`src/rtl/sig_pkg.sv`:
```
// Shared types and defaults for the lab signal chain
// (sine generator and triggered capture buffer).
package sig_pkg;

  localparam int DEF_WIDTH      = 8;
  localparam int DEF_ADDR_WIDTH = 8;

  typedef enum logic [1:0] {
    IDLE,
    ARMED,
    CAPTURE,
    READOUT
  } state_t;

endpackage

```
`src/rtl/capture_ram.sv`:
```
// Simple dual-port synchronous RAM, one write port and one
// read port with a registered, enable-held output.
module capture_ram #(
  parameter int WIDTH      = 8,
  parameter int ADDR_WIDTH = 8
) (
  input  logic                  clk,
  input  logic                  wr_en,
  input  logic [ADDR_WIDTH-1:0] wr_addr,
  input  logic [WIDTH-1:0]      din,
  input  logic                  rd_en,
  input  logic [ADDR_WIDTH-1:0] rd_addr,
  output logic [WIDTH-1:0]      dout
);

  logic [WIDTH-1:0] mem [0:(1<<ADDR_WIDTH)-1];

  always_ff @(posedge clk) begin
    if (wr_en) mem[wr_addr] <= din;
    if (rd_en) dout <= mem[rd_addr];
  end

endmodule

```
`src/rtl/sig_capture.sv`:
```
// Triggered capture buffer: waits for a rising threshold
// crossing, records 2**ADDR_WIDTH samples, replays them.
module sig_capture #(
  parameter int WIDTH      = sig_pkg::DEF_WIDTH,
  parameter int ADDR_WIDTH = sig_pkg::DEF_ADDR_WIDTH
) (
  input  logic             clk,
  input  logic             rst,
  input  logic             en,
  input  logic [WIDTH-1:0] din,
  input  logic [WIDTH-1:0] thresh,
  input  logic             arm,
  input  logic             rd_ready,
  output logic             rd_valid,
  output logic [WIDTH-1:0] rd_data,
  output logic             busy,
  output logic             done
);

  import sig_pkg::*;

  localparam logic [ADDR_WIDTH-1:0] LAST = '1;

  state_t                state_q, state_d;
  logic [WIDTH-1:0]      prev_q, prev_d;
  logic                  pv_q, pv_d;
  logic [ADDR_WIDTH-1:0] wr_addr_q, wr_addr_d;
  logic [ADDR_WIDTH-1:0] rd_addr_q, rd_addr_d;
  logic                  rd_valid_q, rd_valid_d;
  logic                  done_q, done_d;
  logic                  busy_q, busy_d;

  logic                  wr_en;
  logic [ADDR_WIDTH-1:0] wr_addr;
  logic                  rd_en;
  logic [WIDTH-1:0]      ram_dout;
  logic                  trig;
  logic                  xfer;

  assign trig = en && pv_q && (prev_q < thresh)
             && (din >= thresh);
  assign xfer = rd_valid_q && rd_ready;

  always_comb begin
    state_d    = state_q;
    prev_d     = prev_q;
    pv_d       = pv_q;
    wr_addr_d  = wr_addr_q;
    rd_addr_d  = rd_addr_q;
    rd_valid_d = rd_valid_q;
    done_d     = 1'b0;
    wr_en      = 1'b0;
    wr_addr    = wr_addr_q;
    rd_en      = 1'b0;
    unique case (state_q)
      IDLE: begin
        if (arm) begin
          state_d   = ARMED;
          pv_d      = 1'b0;
          wr_addr_d = '0;
          rd_addr_d = '0;
        end
      end
      ARMED: begin
        if (en) begin
          prev_d = din;
          pv_d   = 1'b1;
        end
        if (trig) begin
          wr_en     = 1'b1;
          wr_addr   = '0;
          wr_addr_d = {{(ADDR_WIDTH-1){1'b0}}, 1'b1};
          state_d   = CAPTURE;
        end
      end
      CAPTURE: begin
        if (en) begin
          wr_en     = 1'b1;
          wr_addr_d = wr_addr_q + 1'b1;
          if (wr_addr_q == LAST) state_d = READOUT;
        end
      end
      READOUT: begin
        // rd_addr_q is the next address to fetch; it wraps to 0
        // once the last sample is already on the output.
        if (!rd_valid_q) begin
          rd_en      = 1'b1;
          rd_addr_d  = rd_addr_q + 1'b1;
          rd_valid_d = 1'b1;
        end else if (xfer) begin
          if (rd_addr_q == '0) begin
            rd_valid_d = 1'b0;
            done_d     = 1'b1;
            state_d    = IDLE;
          end else begin
            rd_en     = 1'b1;
            rd_addr_d = rd_addr_q + 1'b1;
          end
        end
      end
      default: state_d = IDLE;
    endcase
    busy_d = (state_d != IDLE);
  end

  always_ff @(posedge clk) begin
    if (rst) begin
      state_q    <= IDLE;
      prev_q     <= '0;
      pv_q       <= 1'b0;
      wr_addr_q  <= '0;
      rd_addr_q  <= '0;
      rd_valid_q <= 1'b0;
      done_q     <= 1'b0;
      busy_q     <= 1'b0;
    end else begin
      state_q    <= state_d;
      prev_q     <= prev_d;
      pv_q       <= pv_d;
      wr_addr_q  <= wr_addr_d;
      rd_addr_q  <= rd_addr_d;
      rd_valid_q <= rd_valid_d;
      done_q     <= done_d;
      busy_q     <= busy_d;
    end
  end

  capture_ram #(
    .WIDTH      (WIDTH),
    .ADDR_WIDTH (ADDR_WIDTH)
  ) u_ram (
    .clk     (clk),
    .wr_en   (wr_en),
    .wr_addr (wr_addr),
    .din     (din),
    .rd_en   (rd_en),
    .rd_addr (rd_addr_q),
    .dout    (ram_dout)
  );

  // RAM output is uninitialised; present zero when nothing is held.
  assign rd_data  = rd_valid_q ? ram_dout : '0;
  assign rd_valid = rd_valid_q;
  assign busy     = busy_q;
  assign done     = done_q;

endmodule

```
`config.mk`:
```
export PLATFORM = sky130hd
export DESIGN_NAME = sig_capture
export DESIGN_NICKNAME = d
export VERILOG_FILES = /design/src/rtl/sig_pkg.sv /design/src/rtl/capture_ram.sv /design/src/rtl/sig_capture.sv
export SDC_FILE = /design/constraint.sdc
export NUM_CORES = 2
export LEC_CHECK = 0
export CAP_MARGIN = 20
export CORE_MARGIN = 1.5
export CORE_UTILIZATION = 51
export DETAILED_ROUTE_END_ITERATION = 16
export PLACE_DENSITY = 0.66
export REMOVE_ABC_BUFFERS = 1
export SETUP_SLACK_MARGIN = 0.2
export SLEW_MARGIN = 0
export SYNTH_ARGS = -nofsm -noshare
export SYNTH_HDL_FRONTEND = slang
export SYNTH_SLANG_ARGS = --single-unit
```
`constraint.sdc`:
```
create_clock -name clk -period 5.1 [get_ports clk]
set_input_delay 1.02 -clock clk [delete_from_list [all_inputs] [get_ports clk]]
set_output_delay 1.02 -clock clk [all_outputs]
set_load 0.02 [all_outputs]
```
==> results.py <==
metrics = {
    "clocking": {
        "clkTransAtPathRegs_ps": 60,
        "insertion_delay_ps": 840,
        "cts_tree": "yes",
        "cts_num_sinks": 2086,
        "hold_buffers": 0,
        "root_buffer": "clkbuf_16",
        "clock_path_buffers": 3,
        "htree_levels": 4,
        "cts_resized": 0,
        "cts_made_buffers": 201,
        "cts_setup_buffers": 0,
    },
    "sta": {
        "fin_crit_sh_pct": 84.26,
        "slew_viol_final": 0,
        "setup_viol": 0,
        "clock.fmax_mhz": 232.7,
        "hold_viol": 0,
        "fin_hold_ws_ps": 464.9,
        "worst_pin_slew_ps": 1123,
        "setup_ws_ps": 802.5,
        "fin_crit_ps": 4298,
        "finalClockSkew_ps": 36.71,
        "rsz0062_at_grt": "no",
        "slew_headroom_pct": 25.15,
    },
    "power_and_ir_drop": {
        "peakVddDrop_uv": 330.7,
        "p_leak_nw": 28.28,
        "p_per_area_mw_per_mm2": 365.6,
    },
    "finish": {
        "layout_common_cells": "edfxtp_1 (2056), mux4_2 (441), buf_4 (294), mux2i_1 (279), nor2_1 (261)",
        "design_area_mm2": 0.09365,
        "final_common_cell": "edfxtp_1",
        "drive_above_1_share_pct": 24.69,
        "fillCellCount": 11590,
        "final_nets": 4410,
        "area_growth_syn_to_layout_pct": 13.77,
        "final_core_util_pct": 58.39,
    },
    "yosys": {
        "synth-simple-area-share_pct": 3.358,
        "ys_ff_latch": 2086,
        "ys_warn_count": 0,
        "synth_edf_count": 2056,
        "synthCells": 4045,
        "synthFlopType": "edfxtp_1",
        "synth_cell_types": 75,
        "synth_xor_area_share_pct": 0.06384,
        "syn_avg_cell_area_um2": 20.35,
        "synthAdderAreaFrac_pct": 0.3496,
        "netlist_area_mm2": 0.08232,
        "async_reset_ff_share_pct": 0,
        "synth_seq_area_share_pct": 75.73,
        "synth_compound_area_share_pct": 3.058,
        "synth_top_family_by_area": "multiplexers",
        "synth.area.mux_share_pct": 15.61,
    },
    "global_route": {
        "antenna_found_initial": 13,
        "grt_pass1_vias": 41700,
        "grt_use_total_pct": 27.55,
        "grt_pass1_wl_um": 314800,
        "grt_overflow": 0,
        "grt_max_degree": 189,
    },
    "run": {
        "max-cap-violations": 0,
    },
    "floorplanning": {
        "die_h_um": 404.8,
        "coreArea_mm2": 0.1604,
        "start_util_pct": 51.32,
        "die_w_um": 404.8,
        "dieArea_mm2": 0.1638,
        "ios": 32,
        "fp-row-count": 147,
    },
    "critical_path": {
        "path_class": "reg -> reg",
        "start_kind": "flip-flop",
        "crit_fanout": 26,
        "cp.arrival_ps": 4860,
        "worstPathRequired_ps": 5660,
        "endpoint_kind": "flip-flop",
    },
    "run_status": {
        "outcome": "finished, final reports clean",
    },
    "route": {
        "routed_wl_um": 223800,
        "firstDrtPassIters": 6,
        "dr_total_vias": 42880,
        "drt_iter0_markers": 6584,
        "wl_per_cell_um": 33.42,
        "drc": 0,
        "antenna_left": 0,
        "via_per_inst": 6.404,
    },
    "place": {
        "port_buffers": 31,
        "dpl_worst_slack_ps": 114.4,
        "dp_hpwl_um": 142700,
        "dpl_cell_area_mm2": 0.08702,
        "gp_congestion": 0.9285,
    },
    "worst_hold_path": {
        "min_path_type": "reg -> reg",
    },
}
[path summary, 6_finish.rpt]
path                            depth (start not counted)    startpoint  slack, ps             to
worst max-delay path                                    7  rd_addr_q[0]        800  u_ram.dout[1]
worst min-delay path                                    2     prev_q[1]        460      prev_q[1]
worst max register to register                          7  rd_addr_q[0]        800  u_ram.dout[1]
worst min register to register                          2     prev_q[1]        460      prev_q[1]
[cell type report]
class	instances	area, um^2	share of cell area [%]
multi-input cells	1692	18560	19.81
repair buffers	364	3328	3.554
clock buffers	243	5293	5.651
inverters	21	78.83	0.08417
well taps	2160	2703	2.886
diodes	4	10.01	0.01069
flip-flops and latches	2086	62360	66.59
clock inverters	126	1325	1.415
[routing by layer]
layer | vias to the layer above | global-route usage (%) | share of wire (%) | wire [um]
li1 | 17410 | - | - | -
met1 | 22570 | 39.20 | 39 | 87730
met2 | 2528 | 42.68 | 47 | 105100
met3 | 380 | 6.209 | 10 | 23430
met4 | 4 | 8.864 | 3.3 | 7493
met5 | - | 0 | 0.011 | 25
[report_power, final]
group,switching (mW),total (mW),internal (mW)
logic,0.397,0.462,0.0653
clock network,6.27,14.9,8.68
registers,0.00458,18.8,18.8
total,6.67,34.2,27.6
[flip-flops by register name, summed over array words and instances, names as in the netlist]
signal and count:
u_ram.mem 2048, prev_q 8, rd_addr_q 8, u_ram.dout 8, wr_addr_q 8, state_q 2, busy 1, done 1
pv_q 1, rd_valid 1
[synth_stat cells, drive strengths merged (13+ instances only)]
master	count	area share (%)
a221oi	17	0.19
mux2i	279	3.4
nor2	263	1.2
mux4	444	12
o21ai	30	0.18
dfxtp	30	0.73
clkbuf	47	0.21
o211ai	15	0.14
nand4	30	0.25
a311oi	17	0.19
a21oi	68	0.43
nor2b	45	0.34
inv	21	0.096
ha	23	0.35
a31oi	20	0.15
nor3	19	0.12
edfxtp	2056	75
buf	199	1.5
nand2b	13	0.099
and2	18	0.14
nand3	85	0.59
nand2	80	0.36
a22oi	112	1.0
[critical path: stages (launching register included)]
cell and delay (ps):
dfxtp_4 920, buf_4 470, mux4_2 580, a221oi_1 810
o22ai_1 390, a211oi_1 330, a21oi_1 150, o22a_1 300
[cells by family (layout without fill, tap and decap cells)]
group | count (synthesis) | after routing
and+or+nand+nor | 584 | 584
muxes | 727 | 727
other | 0 | 4
adders and majority gates | 23 | 23
xor gates and xnor gates | 6 | 6
buffers and inverters | 267 | 754
AOI/OAI and AO/OA | 352 | 352
DFF | 2086 | 2086
[through the flow]
stage,total power [mW],TNS [ps],instances
floorplan,19.26,-476530,3799
global placement,19.65,0,6323
detailed placement,19.66,0,6323
CTS,34.36,0,6692
global route,35.01,0,6692
finish,34.24,0,6696
Power figures use the tool's default switching activity.
